==> src/rtl/datapath_param_pkg.sv <==
// Shared types for the parametrised datapath: ALU/shift/write-back encodings
// and the multiplier state encoding.
package datapath_pkg;

  typedef enum logic [1:0] {
    ADD = 2'b00,
    SUB = 2'b01,
    AND = 2'b10,
    MVN = 2'b11
  } alu_op_t;

  typedef enum logic [1:0] {
    NOP = 2'b00,
    LSL = 2'b01,
    LSR = 2'b10,
    ASR = 2'b11
  } shift_t;

  typedef enum logic [1:0] {
    MDATA = 2'b00,
    IMM8  = 2'b01,
    PC    = 2'b10,
    C     = 2'b11
  } vsel_t;

  typedef enum logic {
    IDLE = 1'b0,
    RUN  = 1'b1
  } mul_state_t;

endpackage

==> src/rtl/datapath_param_if.sv <==
// Controller <-> datapath bundle. The controller is the master; the datapath
// is the slave.
interface datapath_param_if #(
  parameter int unsigned WIDTH = 16,
  parameter int unsigned NREGS = 8,
  parameter int unsigned PCW   = 9
);
  localparam int unsigned AW = $clog2(NREGS);

  logic [1:0]       vsel;
  logic [WIDTH-1:0] mdata;
  logic [WIDTH-1:0] sximm8;
  logic [WIDTH-1:0] sximm5;
  logic [PCW-1:0]   PC;
  logic [AW-1:0]    writenum;
  logic [AW-1:0]    readnum;
  logic             write;
  logic             loada;
  logic             loadb;
  logic             loadc;
  logic             loads;
  logic [1:0]       shift;
  logic             asel;
  logic             bsel;
  logic [1:0]       ALUop;
  logic             mul_start;
  logic             mul_busy;
  logic             mul_done;
  logic             Z_out;
  logic             N_out;
  logic             V_out;
  logic [WIDTH-1:0] datapath_out;

  modport master (
    output vsel, mdata, sximm8, sximm5, PC, writenum, readnum, write,
           loada, loadb, loadc, loads, shift, asel, bsel, ALUop, mul_start,
    input  mul_busy, mul_done, Z_out, N_out, V_out, datapath_out
  );

  modport slave (
    input  vsel, mdata, sximm8, sximm5, PC, writenum, readnum, write,
           loada, loadb, loadc, loads, shift, asel, bsel, ALUop, mul_start,
    output mul_busy, mul_done, Z_out, N_out, V_out, datapath_out
  );
endinterface

==> src/rtl/datapath_param_seq_multiplier.sv <==
// Unsigned shift-add multiplier, one partial product per cycle. The first
// partial product is folded into the start edge so the product is complete
// one cycle before done, letting the parent capture it on the done edge.
module seq_multiplier
  import datapath_pkg::*;
#(
  parameter int unsigned WIDTH = 16
) (
  input  logic               clk,
  input  logic               reset,
  input  logic               start,
  input  logic [WIDTH-1:0]   a,
  input  logic [WIDTH-1:0]   b,
  output logic               busy,
  output logic               done,
  output logic               last,
  output logic [2*WIDTH-1:0] product
);
  localparam int unsigned CW = $clog2(WIDTH + 1);
  localparam logic ST_IDLE = IDLE;
  localparam logic ST_RUN  = RUN;

  logic               state_q;
  logic               done_q;
  logic [CW-1:0]      cnt_q;
  logic [2*WIDTH-1:0] acc_q;
  logic [2*WIDTH-1:0] mcand_q;
  logic [WIDTH-1:0]   mplier_q;

  assign busy    = (state_q == ST_RUN);
  // High in the final RUN cycle: product is complete, done rises next edge.
  assign last    = busy && (cnt_q == CW'(WIDTH));
  assign done    = done_q;
  assign product = acc_q;

  // Capture operands on start, then accumulate one multiplier bit per cycle.
  always_ff @(posedge clk or posedge reset) begin
    if (reset) begin
      state_q  <= ST_IDLE;
      done_q   <= 1'b0;
      cnt_q    <= '0;
      acc_q    <= '0;
      mcand_q  <= '0;
      mplier_q <= '0;
    end else begin
      done_q <= 1'b0;
      if (state_q == ST_IDLE) begin
        if (start) begin
          state_q  <= ST_RUN;
          acc_q    <= b[0] ? {{WIDTH{1'b0}}, a} : '0;
          mcand_q  <= {{WIDTH{1'b0}}, a} << 1;
          mplier_q <= b >> 1;
          cnt_q    <= CW'(1);
        end
      end else if (last) begin
        state_q <= ST_IDLE;
        done_q  <= 1'b1;
      end else begin
        if (mplier_q[0]) acc_q <= acc_q + mcand_q;
        mcand_q  <= mcand_q << 1;
        mplier_q <= mplier_q >> 1;
        cnt_q    <= cnt_q + CW'(1);
      end
    end
  end

endmodule

==> src/rtl/datapath_param.sv <==
// Parametrised RISC datapath: register file, A/B, shifter, ALU, C and
// Z/N/V status, plus a sequential multiply that writes C/status on completion.
module datapath_param
  import datapath_pkg::*;
#(
  parameter int unsigned WIDTH = 16,
  parameter int unsigned NREGS = 8,
  parameter int unsigned PCW   = 9
) (
  input logic             clk,
  input logic             reset,
  datapath_param_if.slave bus
);
  logic [WIDTH-1:0]   regs_q [NREGS];
  logic [WIDTH-1:0]   wb_data;
  logic [WIDTH-1:0]   a_q, b_q, sh_out, ain, bin, alu_out, c_q;
  logic               alu_v;
  logic               z_q, n_q, v_q;
  logic               mul_busy, mul_done, mul_last;
  logic [2*WIDTH-1:0] mul_product;

  // Write-back source select.
  always_comb begin
    wb_data = bus.mdata;
    unique case (vsel_t'(bus.vsel))
      MDATA:   wb_data = bus.mdata;
      IMM8:    wb_data = bus.sximm8;
      PC:      wb_data = WIDTH'(bus.PC);
      C:       wb_data = c_q;
      default: wb_data = bus.mdata;
    endcase
  end

  // Register file write; reads are combinational and see the pre-edge value.
  always_ff @(posedge clk or posedge reset) begin
    if (reset) begin
      for (int unsigned i = 0; i < NREGS; i++) regs_q[i] <= '0;
    end else if (bus.write) begin
      regs_q[bus.writenum] <= wb_data;
    end
  end

  // Operand registers A and B.
  always_ff @(posedge clk or posedge reset) begin
    if (reset) begin
      a_q <= '0;
      b_q <= '0;
    end else begin
      if (bus.loada) a_q <= regs_q[bus.readnum];
      if (bus.loadb) b_q <= regs_q[bus.readnum];
    end
  end

  // Shifter on B.
  always_comb begin
    sh_out = b_q;
    unique case (shift_t'(bus.shift))
      NOP:     sh_out = b_q;
      LSL:     sh_out = b_q << 1;
      LSR:     sh_out = b_q >> 1;
      ASR:     sh_out = $signed(b_q) >>> 1;
      default: sh_out = b_q;
    endcase
  end

  assign ain = bus.asel ? '0 : a_q;
  assign bin = bus.bsel ? bus.sximm5 : sh_out;

  // ALU with signed overflow for add/sub.
  always_comb begin
    alu_out = '0;
    alu_v   = 1'b0;
    unique case (alu_op_t'(bus.ALUop))
      ADD: begin
        alu_out = ain + bin;
        alu_v   = (ain[WIDTH-1] == bin[WIDTH-1]) && (alu_out[WIDTH-1] != ain[WIDTH-1]);
      end
      SUB: begin
        alu_out = ain - bin;
        alu_v   = (ain[WIDTH-1] != bin[WIDTH-1]) && (alu_out[WIDTH-1] != ain[WIDTH-1]);
      end
      AND:     alu_out = ain & bin;
      MVN:     alu_out = ~bin;
      default: alu_out = '0;
    endcase
  end

  seq_multiplier #(
    .WIDTH(WIDTH)
  ) u_mul (
    .clk    (clk),
    .reset  (reset),
    .start  (bus.mul_start),
    .a      (ain),
    .b      (bin),
    .busy   (mul_busy),
    .done   (mul_done),
    .last   (mul_last),
    .product(mul_product)
  );

  // C and status; multiply completion takes priority over loadc/loads.
  always_ff @(posedge clk or posedge reset) begin
    if (reset) begin
      c_q <= '0;
      z_q <= 1'b0;
      n_q <= 1'b0;
      v_q <= 1'b0;
    end else if (mul_last) begin
      c_q <= mul_product[WIDTH-1:0];
      z_q <= (mul_product[WIDTH-1:0] == '0);
      n_q <= mul_product[WIDTH-1];
      v_q <= |mul_product[2*WIDTH-1:WIDTH];
    end else begin
      if (bus.loadc) c_q <= alu_out;
      if (bus.loads) begin
        z_q <= (alu_out == '0);
        n_q <= alu_out[WIDTH-1];
        v_q <= alu_v;
      end
    end
  end

  assign bus.datapath_out = c_q;
  assign bus.Z_out        = z_q;
  assign bus.N_out        = n_q;
  assign bus.V_out        = v_q;
  assign bus.mul_busy     = mul_busy;
  assign bus.mul_done     = mul_done;

endmodule

==> src/flat_wrapper.sv <==
// flat-port wrapper written by rule: the top's interface ports become plain ports
module datapath_param_flat import datapath_pkg::*;
#(
  parameter int unsigned WIDTH = 16,
  parameter int unsigned NREGS = 8,
  parameter int unsigned PCW   = 9
)
  (clk, reset, bus_vsel, bus_mdata, bus_sximm8, bus_sximm5, bus_PC, bus_writenum, bus_readnum, bus_write, bus_loada, bus_loadb, bus_loadc, bus_loads, bus_shift, bus_asel, bus_bsel, bus_ALUop, bus_mul_start, bus_mul_busy, bus_mul_done, bus_Z_out, bus_N_out, bus_V_out, bus_datapath_out);
  datapath_param_if #(.WIDTH(WIDTH), .NREGS(NREGS), .PCW(PCW)) bus_i ();
  input logic clk;
  input logic reset;
  input wire logic [$bits(bus_i.vsel)-1:0] bus_vsel;
  input wire logic [$bits(bus_i.mdata)-1:0] bus_mdata;
  input wire logic [$bits(bus_i.sximm8)-1:0] bus_sximm8;
  input wire logic [$bits(bus_i.sximm5)-1:0] bus_sximm5;
  input wire logic [$bits(bus_i.PC)-1:0] bus_PC;
  input wire logic [$bits(bus_i.writenum)-1:0] bus_writenum;
  input wire logic [$bits(bus_i.readnum)-1:0] bus_readnum;
  input wire logic [$bits(bus_i.write)-1:0] bus_write;
  input wire logic [$bits(bus_i.loada)-1:0] bus_loada;
  input wire logic [$bits(bus_i.loadb)-1:0] bus_loadb;
  input wire logic [$bits(bus_i.loadc)-1:0] bus_loadc;
  input wire logic [$bits(bus_i.loads)-1:0] bus_loads;
  input wire logic [$bits(bus_i.shift)-1:0] bus_shift;
  input wire logic [$bits(bus_i.asel)-1:0] bus_asel;
  input wire logic [$bits(bus_i.bsel)-1:0] bus_bsel;
  input wire logic [$bits(bus_i.ALUop)-1:0] bus_ALUop;
  input wire logic [$bits(bus_i.mul_start)-1:0] bus_mul_start;
  output wire logic [$bits(bus_i.mul_busy)-1:0] bus_mul_busy;
  output wire logic [$bits(bus_i.mul_done)-1:0] bus_mul_done;
  output wire logic [$bits(bus_i.Z_out)-1:0] bus_Z_out;
  output wire logic [$bits(bus_i.N_out)-1:0] bus_N_out;
  output wire logic [$bits(bus_i.V_out)-1:0] bus_V_out;
  output wire logic [$bits(bus_i.datapath_out)-1:0] bus_datapath_out;
  assign bus_i.vsel = bus_vsel;
  assign bus_i.mdata = bus_mdata;
  assign bus_i.sximm8 = bus_sximm8;
  assign bus_i.sximm5 = bus_sximm5;
  assign bus_i.PC = bus_PC;
  assign bus_i.writenum = bus_writenum;
  assign bus_i.readnum = bus_readnum;
  assign bus_i.write = bus_write;
  assign bus_i.loada = bus_loada;
  assign bus_i.loadb = bus_loadb;
  assign bus_i.loadc = bus_loadc;
  assign bus_i.loads = bus_loads;
  assign bus_i.shift = bus_shift;
  assign bus_i.asel = bus_asel;
  assign bus_i.bsel = bus_bsel;
  assign bus_i.ALUop = bus_ALUop;
  assign bus_i.mul_start = bus_mul_start;
  assign bus_mul_busy = bus_i.mul_busy;
  assign bus_mul_done = bus_i.mul_done;
  assign bus_Z_out = bus_i.Z_out;
  assign bus_N_out = bus_i.N_out;
  assign bus_V_out = bus_i.V_out;
  assign bus_datapath_out = bus_i.datapath_out;
  datapath_param #(.WIDTH(WIDTH), .NREGS(NREGS), .PCW(PCW)) u_core (.clk(clk), .reset(reset), .bus(bus_i));
endmodule
==> config.mk <==
export PLATFORM = sky130hd
export DESIGN_NAME = datapath_param_flat
export DESIGN_NICKNAME = d
export VERILOG_FILES = /design/src/rtl/datapath_param_pkg.sv /design/src/rtl/datapath_param_if.sv /design/src/rtl/datapath_param_seq_multiplier.sv /design/src/rtl/datapath_param.sv /design/src/flat_wrapper.sv
export SDC_FILE = /design/constraint.sdc
export NUM_CORES = 1
export LEC_CHECK = 0
export CORE_ASPECT_RATIO = 1.2
export CORE_MARGIN = 4
export CORE_UTILIZATION = 35
export CTS_CLUSTER_DIAMETER = 150
export DETAILED_ROUTE_END_ITERATION = 8
export SLEW_MARGIN = 20
export SYNTH_ARGS = -nofsm -noshare
export SYNTH_HDL_FRONTEND = slang
export SYNTH_SLANG_ARGS = --single-unit
==> constraint.sdc <==
create_clock -name clk -period 25.3 [get_ports clk]
set_input_delay 3.795 -clock clk [delete_from_list [all_inputs] [get_ports clk]]
set_output_delay 3.795 -clock clk [all_outputs]
set_load 0.01 [all_outputs]
[Yosys cells after proc, flatten, opt, wreduce, memory -nomap -nowiden]
Cells that the tools add are included.
Word-level totals
  word-level logic and storage cells: 101
  output and inout bits: 21
  bits in registers: 266
  bits of input ports: 79
Cells by class
  reduce and logical (&&, ||, !) cells: 15
  magnitude comparators: 3
  bitwise gates (word level): 4
  add/sub/neg operators: 4
  mux-type cells: 39
  equal/unequal tests: 16
Operators with widths (count)
  $mux W32: 7
  $pmux W16 S4: 3
  $mux W16: 11
  $bwmux W128: 1
  $bmux W16 S3: 1
  $demux W16 S3: 1
  $add A32 B32 Y32: 1
  $logic_not A16 Y1: 2
  $add A16 B16 Y16: 1
  $and A16 B16 Y16: 1
  $not A16 Y16: 1
  $reduce_or A16 Y1: 1
  $sub A16 B16 Y16: 1
  $mux W5: 3
  $eq A2 B2 Y1 const B: 6
  $mux W1: 11
  $ge A4 B4 Y1 const B: 2
  $not A3 Y4: 2
  $eq A2 B1 Y1 const B: 3
  $logic_not A2 Y1: 3
  $reduce_bool A2 Y1: 3
  $add A5 B1 Y5 const B: 1
  $eq A5 B5 Y1 const B: 1
  $logic_and A1 B1 Y1: 4
  8 further kinds: 10

[Longest topological paths before layout]
  word-level depth: 9
  mapped depth: 18
  gate-level depth less buffers: 16

[By module]
From an unflattened synthesis, not the netlist that was laid out.
Unflattened totals
  cells, all modules: 1664
  area, all modules: 16072.9 µm²
By module, submodules not included
  datapath_param: area each 10652.7 µm², instances 1, seq. area each 4479.3 µm², cells each 1034
  seq_multiplier: area each 5420.2 µm², instances 1, seq. area each 2127.0 µm², cells each 630

[Worst setup path after synthesis]
OpenSTA, ideal clock, no wires.
  path type: input to register
  start point: in bus_shift[1]
  end point: reg u_core.c_q[15], in the netlist u_core.bus.datapath_out[15]
  stages on the path: 18
  setup time: 0.129 ns
  arrival time: 7.013 ns
  slack: 18.158 ns
  path buffers: 4
  path through: buf_2 > buf_1 > buf_2 > nor2_1 > a21oi_1 > nor2_1 > a21oi_1 > ha_1 > clkbuf_1 > or2_2 > nor2_1 > a22o_1 > a31oi_1 > a221oi_2 > mux2_2 > and4_1 > mux2i_1 > a21oi_1
Between the ends
  longest elaborated chain between the ends: 7
RTL lines
  start, declared: line flat_wrapper.sv:24  | input wire logic [$bits(bus_i.shift)-1:0] bus_shift;
  $eq A2 B2 Y1 (tied with other cells): line datapath_param.sv:57  | unique case (shift_t'(bus.shift))
  $pmux W16 S4 *: line datapath_param.sv:57
  $mux W16 *: line datapath_param.sv:67  | assign bin = bus.bsel ? bus.sximm5 : sh_out;
  $sub A16 B16 Y16 (tied with other cells): line datapath_param.sv:79  | alu_out = ain - bin;
  $pmux W16 S4 *: line datapath_param.sv:73  | unique case (alu_op_t'(bus.ALUop))
  $mux W16 *: line datapath_param.sv:115  | if (bus.loadc) c_q <= alu_out;
  $mux W16 *: line datapath_param.sv:109  | end else if (mul_last) begin
  end signal, assigned: line datapath_param.sv:110  | c_q <= mul_product[WIDTH-1:0];
  end signal, assigned: line datapath_param.sv:115
  end, declared: line datapath_param.sv:16  | logic [WIDTH-1:0] a_q, b_q, sh_out, ain, bin, alu_out, c_q;
Every way passes the cells marked *; elsewhere a longest branch is shown, timed or not. The select of a mux whose other input is x is not followed.
A chain may end at the register's enable or synchronous reset.

[Final worst setup path]
  start point: in bus_shift[0]
  end point: reg u_core.z_q, in the netlist u_core.bus.Z_out
Between the ends
  longest elaborated chain between the ends: 8
RTL lines
  $eq A2 B2 Y1 (tied with other cells): line datapath_param.sv:57
  $pmux W16 S4 *: line datapath_param.sv:57
  $mux W16 *: line datapath_param.sv:67
  $sub A16 B16 Y16 (tied with other cells): line datapath_param.sv:79
  $pmux W16 S4 *: line datapath_param.sv:73
  $logic_not A16 Y1 *: line datapath_param.sv:117  | z_q <= (alu_out == '0);
  $mux W1 *: line datapath_param.sv:116  | if (bus.loads) begin
  $mux W1 *: line datapath_param.sv:109
  end signal, assigned: line datapath_param.sv:111  | z_q <= (mul_product[WIDTH-1:0] == '0);
  end signal, assigned: line datapath_param.sv:117
  end, declared: line datapath_param.sv:18  | logic z_q, n_q, v_q;
Marks and branches as above.

==> metrics.json <==
{
  "global_route": {
    "groute.usage.overall_pct": 18.84,
    "number_of_antenna_violations_at_the_first_check_in_global_routing": 1,
    "number_of_global_route_vias_before_repair": 12160,
    "grt_pass1_wl_um": 70580,
    "grt_overflow": 0,
    "pin_count_of_the_biggest_net_entering_global_routing": 119
  },
  "place": {
    "placedCellCount": 2128,
    "gpl.final_weighted_congestion": 0.8966,
    "pre_cts_ws_ns": 16.85,
    "post-dp-hpwl_um": 32890,
    "port_buffers": 99
  },
  "power_and_ir_drop": {
    "leakage_uw": 0.007887,
    "share_clk_of_total_power_pct": 25.3,
    "power.density_nw_per_um2": 104.9,
    "switching_part_of_the_total_pct": 37.64,
    "sequentialPowerShare_pct": 36.6,
    "max-vdd-ir-drop_uv": 64.33,
    "switchingPower_uw": 712.1,
    "cell_internal_pwr_uw": 1180,
    "power.combinational.fraction_pct": 38.1
  },
  "worst_setup_path": {
    "setup.worst_path.class": "primary input to flip-flop",
    "critPathLaunchType": "primary input",
    "cp_slowest_cell": "sky130_fd_sc_hd__clkdlybuf4s50_1",
    "cpPeakStageDelay_ns": 1.04,
    "cp_data_arrival_time_ns": 8.43,
    "worst_path_cell_trace": "clkdlybuf4s50_1 -> mux2_2 -> nand2_1 -> a21oi_1 -> a21oi_1 -> ha_1 -> nor3_1 -> a211oi_1 -> a311oi_1 -> nor2_1 -> o31ai_1 -> xor2_1 -> a221oi_1 -> nor2_1 -> a31o_1",
    "worstPathMaxFanout": 19,
    "worst_path_required_time_ns": 25.76,
    "rrSetupSlack_ns": 21.28,
    "cp-end-kind": "flip-flop"
  },
  "floorplan": {
    "ios": 100,
    "initial_core_util_pct": 35.63,
    "die_area_um2": 47300,
    "die_y_um": 237.5,
    "floorplan.die.width_um": 199.2,
    "std_cell_rows": 83,
    "coreArea_um2": 43100
  },
  "clock_network": {
    "post_cts.repair.setup_buffers": 0,
    "cts-htree-levels": 1,
    "clock_sink_count": 264,
    "clock-root-buffer": "sky130_fd_sc_hd__clkbuf_16",
    "clk_latency_ns": 0.58,
    "clock_tree.buffer_depth": 3,
    "tritoncts": "yes",
    "clk_transition_reported_paths_ns": 0.06,
    "tritoncts.num_buffers": 31,
    "post_cts_hold_buffer_count": 0,
    "cts.repair.resized": 0
  },
  "logic_synthesis": {
    "yosys_register_bits": 264,
    "syn_area_per_cell_um2": 9.971,
    "number_of_library_cell_types_mapped_by_synthesis": 75,
    "synth_top_cells_by_area": "sky130_fd_sc_hd__dfrtp_1 43%, sky130_fd_sc_hd__mux4_2 6.2%, sky130_fd_sc_hd__mux2_2 5.9%",
    "synth.largest_area_cell": "sky130_fd_sc_hd__dfrtp_1",
    "synth.yosys.seq_area_share_pct": 43.02,
    "syn-cell-area_um2": 15360,
    "synth_cells": 1540,
    "ys_warn_count": 0,
    "ys_top_cells_by_count": "264 x sky130_fd_sc_hd__dfrtp_1, 153 x sky130_fd_sc_hd__nor2_1, 150 x sky130_fd_sc_hd__a21oi_1",
    "number_of_synthesized_flops_with_an_enable_pin": 0,
    "fraction_of_post_synthesis_cell_area_in_the_top_cell_type_by_area_pct": 43.02,
    "synthesis.nets": 1686,
    "synth_async_sr_flop_share_pct": 100.0,
    "postSynth.topFlopCell": "sky130_fd_sc_hd__dfrtp_1",
    "post-synth-top-count-cell": "sky130_fd_sc_hd__dfrtp_1"
  },
  "layout": {
    "finish.net_count": 1755,
    "post_route_cells_drive_above_1_share_pct": 13.95,
    "post_layout_nonfiller_instances": 2187,
    "synthToLayoutAreaGrowth_pct": 17.45,
    "fin_util_pct": 41.85
  },
  "timing": {
    "tightestPinTransition_ns": 1.085,
    "fin_worst_skew_ns": 0.01951,
    "fin_tns_setup_ns": 0,
    "hold_violations": 0,
    "rsz0062_at_grt": "no",
    "final_period_minus_worst_setup_slack_ns": 7.970,
    "period_share_pct": 31.50,
    "slew_headroom_pct": 27.47,
    "slew_viol_final": 0,
    "finalSetupViolations": 0,
    "highest_clock_rate_mhz": 125.5,
    "setup_ws_ns": 17.33
  },
  "hold_path": {
    "worst_hold_path_type": "flip-flop to flip-flop"
  },
  "flow_run": {
    "max_cap_viol_count": 0
  },
  "run_status": {
    "run_status": "completed"
  },
  "routing": {
    "first_iter_violations": 914,
    "wirelength_um": 45050,
    "ant_nets": 0,
    "drt_first_pass_iters": 5,
    "vias_per_cell": 5.518,
    "wl_per_cell_um": 20.60,
    "num_vias": 12070,
    "drt_drc_violations_left": 0
  }
}
[cells by family (layout without fill, tap and decap cells)]
group           Yosys count  in the layout  share of synthesized area (%)
compound gates          433            433                          17.72
xor+xnor                 38             38                          2.167
simple gates            401            401                          11.56
buf+inv                 152            246                          3.789
mux                     185            185                          16.13
fa+ha+maj                67             67                          5.606
flops                   264            264                          43.02
other cells               0              1                              0
[layout make-up]
| class | count | area [µm²] |
|---|---|---|
| antenna | 1 | 2.502 |
| clock buffer | 43 | 900.9 |
| clock inverter | 15 | 209.0 |
| fill | 4164 | 25060 |
| inverter | 66 | 255.2 |
| multi-input combinational | 1124 | 8213 |
| sequential | 264 | 6608 |
| tap | 552 | 690.7 |
| timing repair buffer | 122 | 1157 |
[power by group through the flow]
stage,Combinational (µW),Clock (µW),Sequential (µW)
floorplan,530,0,646
global placement,709,0,690
detailed placement,721,0,695
CTS,724,489,690
global route,805,507,707
finish,721,478,692
[critical path: cells and delay by family]
family | cells | cell delay [ns]
adders and majority gates | 1 | 0.42
buffers and inverters | 1 | 1.04
AOI/OAI and AO/OA | 7 | 1.89
and+or+nand+nor | 4 | 0.76
muxes | 1 | 0.41
xor gates and xnor gates | 1 | 0.10
[flip-flops by register name (all words and copies together), names as in the netlist]
signal and count:
u_core.u_mul.mplier_q 15, u_core.a_q 16, u_core.bus.N_out 1, u_core.regs_q 128
u_core.u_mul.mcand_q 31, u_core.bus.Z_out 1, u_core.u_mul.product 32, u_core.bus.datapath_out 16
u_core.bus.V_out 1, u_core.u_mul.busy 1, u_core.u_mul.cnt_q 5, u_core.b_q 16
u_core.u_mul.done 1
[through the flow]
stage	power [µW]	hold slack [ns]	instance area [µm²]
after global routing	2019	0.4987	18030
after CTS	1903	0.4819	18030
after detailed placement	1416	0.4684	16930
final	1892	0.4789	18040
after global placement	1399	0.4561	16930
after floorplan	1176	0.4446	15360
[cell usage in the layout, fill, tap and decap left out, types with 6 or more instances in the layout]
| cell | netlist | final |
|---|---|---|
| sky130_fd_sc_hd__dfrtp_1 | 264 | 263 |
| sky130_fd_sc_hd__nor2_1 | 153 | 152 |
| sky130_fd_sc_hd__a21oi_1 | 150 | 149 |
| sky130_fd_sc_hd__nand2_1 | 138 | 138 |
| sky130_fd_sc_hd__o21ai_0 | 111 | 110 |
| sky130_fd_sc_hd__clkdlybuf4s50_1 | 0 | 97 |
| sky130_fd_sc_hd__mux2_2 | 80 | 80 |
| sky130_fd_sc_hd__ha_1 | 64 | 64 |
| sky130_fd_sc_hd__mux2i_1 | 63 | 63 |
| sky130_fd_sc_hd__inv_1 | 62 | 61 |
| sky130_fd_sc_hd__mux4_2 | 42 | 42 |
| sky130_fd_sc_hd__clkbuf_16 | 0 | 31 |
| sky130_fd_sc_hd__buf_4 | 1 | 22 |
| sky130_fd_sc_hd__nor2b_1 | 21 | 21 |
| sky130_fd_sc_hd__xnor2_1 | 21 | 21 |
| sky130_fd_sc_hd__a21o_1 | 20 | 20 |
| sky130_fd_sc_hd__nor3_1 | 20 | 18 |
| sky130_fd_sc_hd__a22o_1 | 18 | 18 |
| sky130_fd_sc_hd__xor2_1 | 17 | 17 |
| sky130_fd_sc_hd__nand2b_1 | 16 | 16 |
| sky130_fd_sc_hd__a211oi_1 | 16 | 16 |
| sky130_fd_sc_hd__o21a_1 | 12 | 12 |
| sky130_fd_sc_hd__a221oi_1 | 12 | 12 |
| sky130_fd_sc_hd__nand4_1 | 11 | 11 |
| sky130_fd_sc_hd__o31ai_1 | 10 | 10 |
| sky130_fd_sc_hd__nor4_1 | 10 | 10 |
| sky130_fd_sc_hd__a31oi_1 | 9 | 9 |
| sky130_fd_sc_hd__clkbuf_8 | 0 | 8 |
| sky130_fd_sc_hd__a222oi_1 | 7 | 7 |
| sky130_fd_sc_hd__o21ai_1 | 7 | 7 |
| sky130_fd_sc_hd__o211ai_1 | 6 | 6 |
| sky130_fd_sc_hd__nand3_1 | 6 | 6 |
[final timing paths]
check / startpoint / endpoint / cells after the start
worst min register to register: u_core.regs_q[45] / u_core.regs_q[45] / 2
worst min-delay path: u_core.regs_q[45] / u_core.regs_q[45] / 2
max in group asynchronous: reset / u_core.u_mul.busy / 3
worst max register to register: u_core.b_q[8] / u_core.bus.Z_out / 14
worst max-delay path: bus_shift[0] / u_core.bus.Z_out / 15
min in group asynchronous: reset / u_core.b_q[9] / 2
[per-layer routing]
layer / wire, µm / GRT usage [%]
met1: 19020 / 24.69
met2: 22260 / 32.11
met3: 2059 / 2.608
met4: 1709 / 6.219
met5: 0 / 0
(Power assumes the default switching activity.)
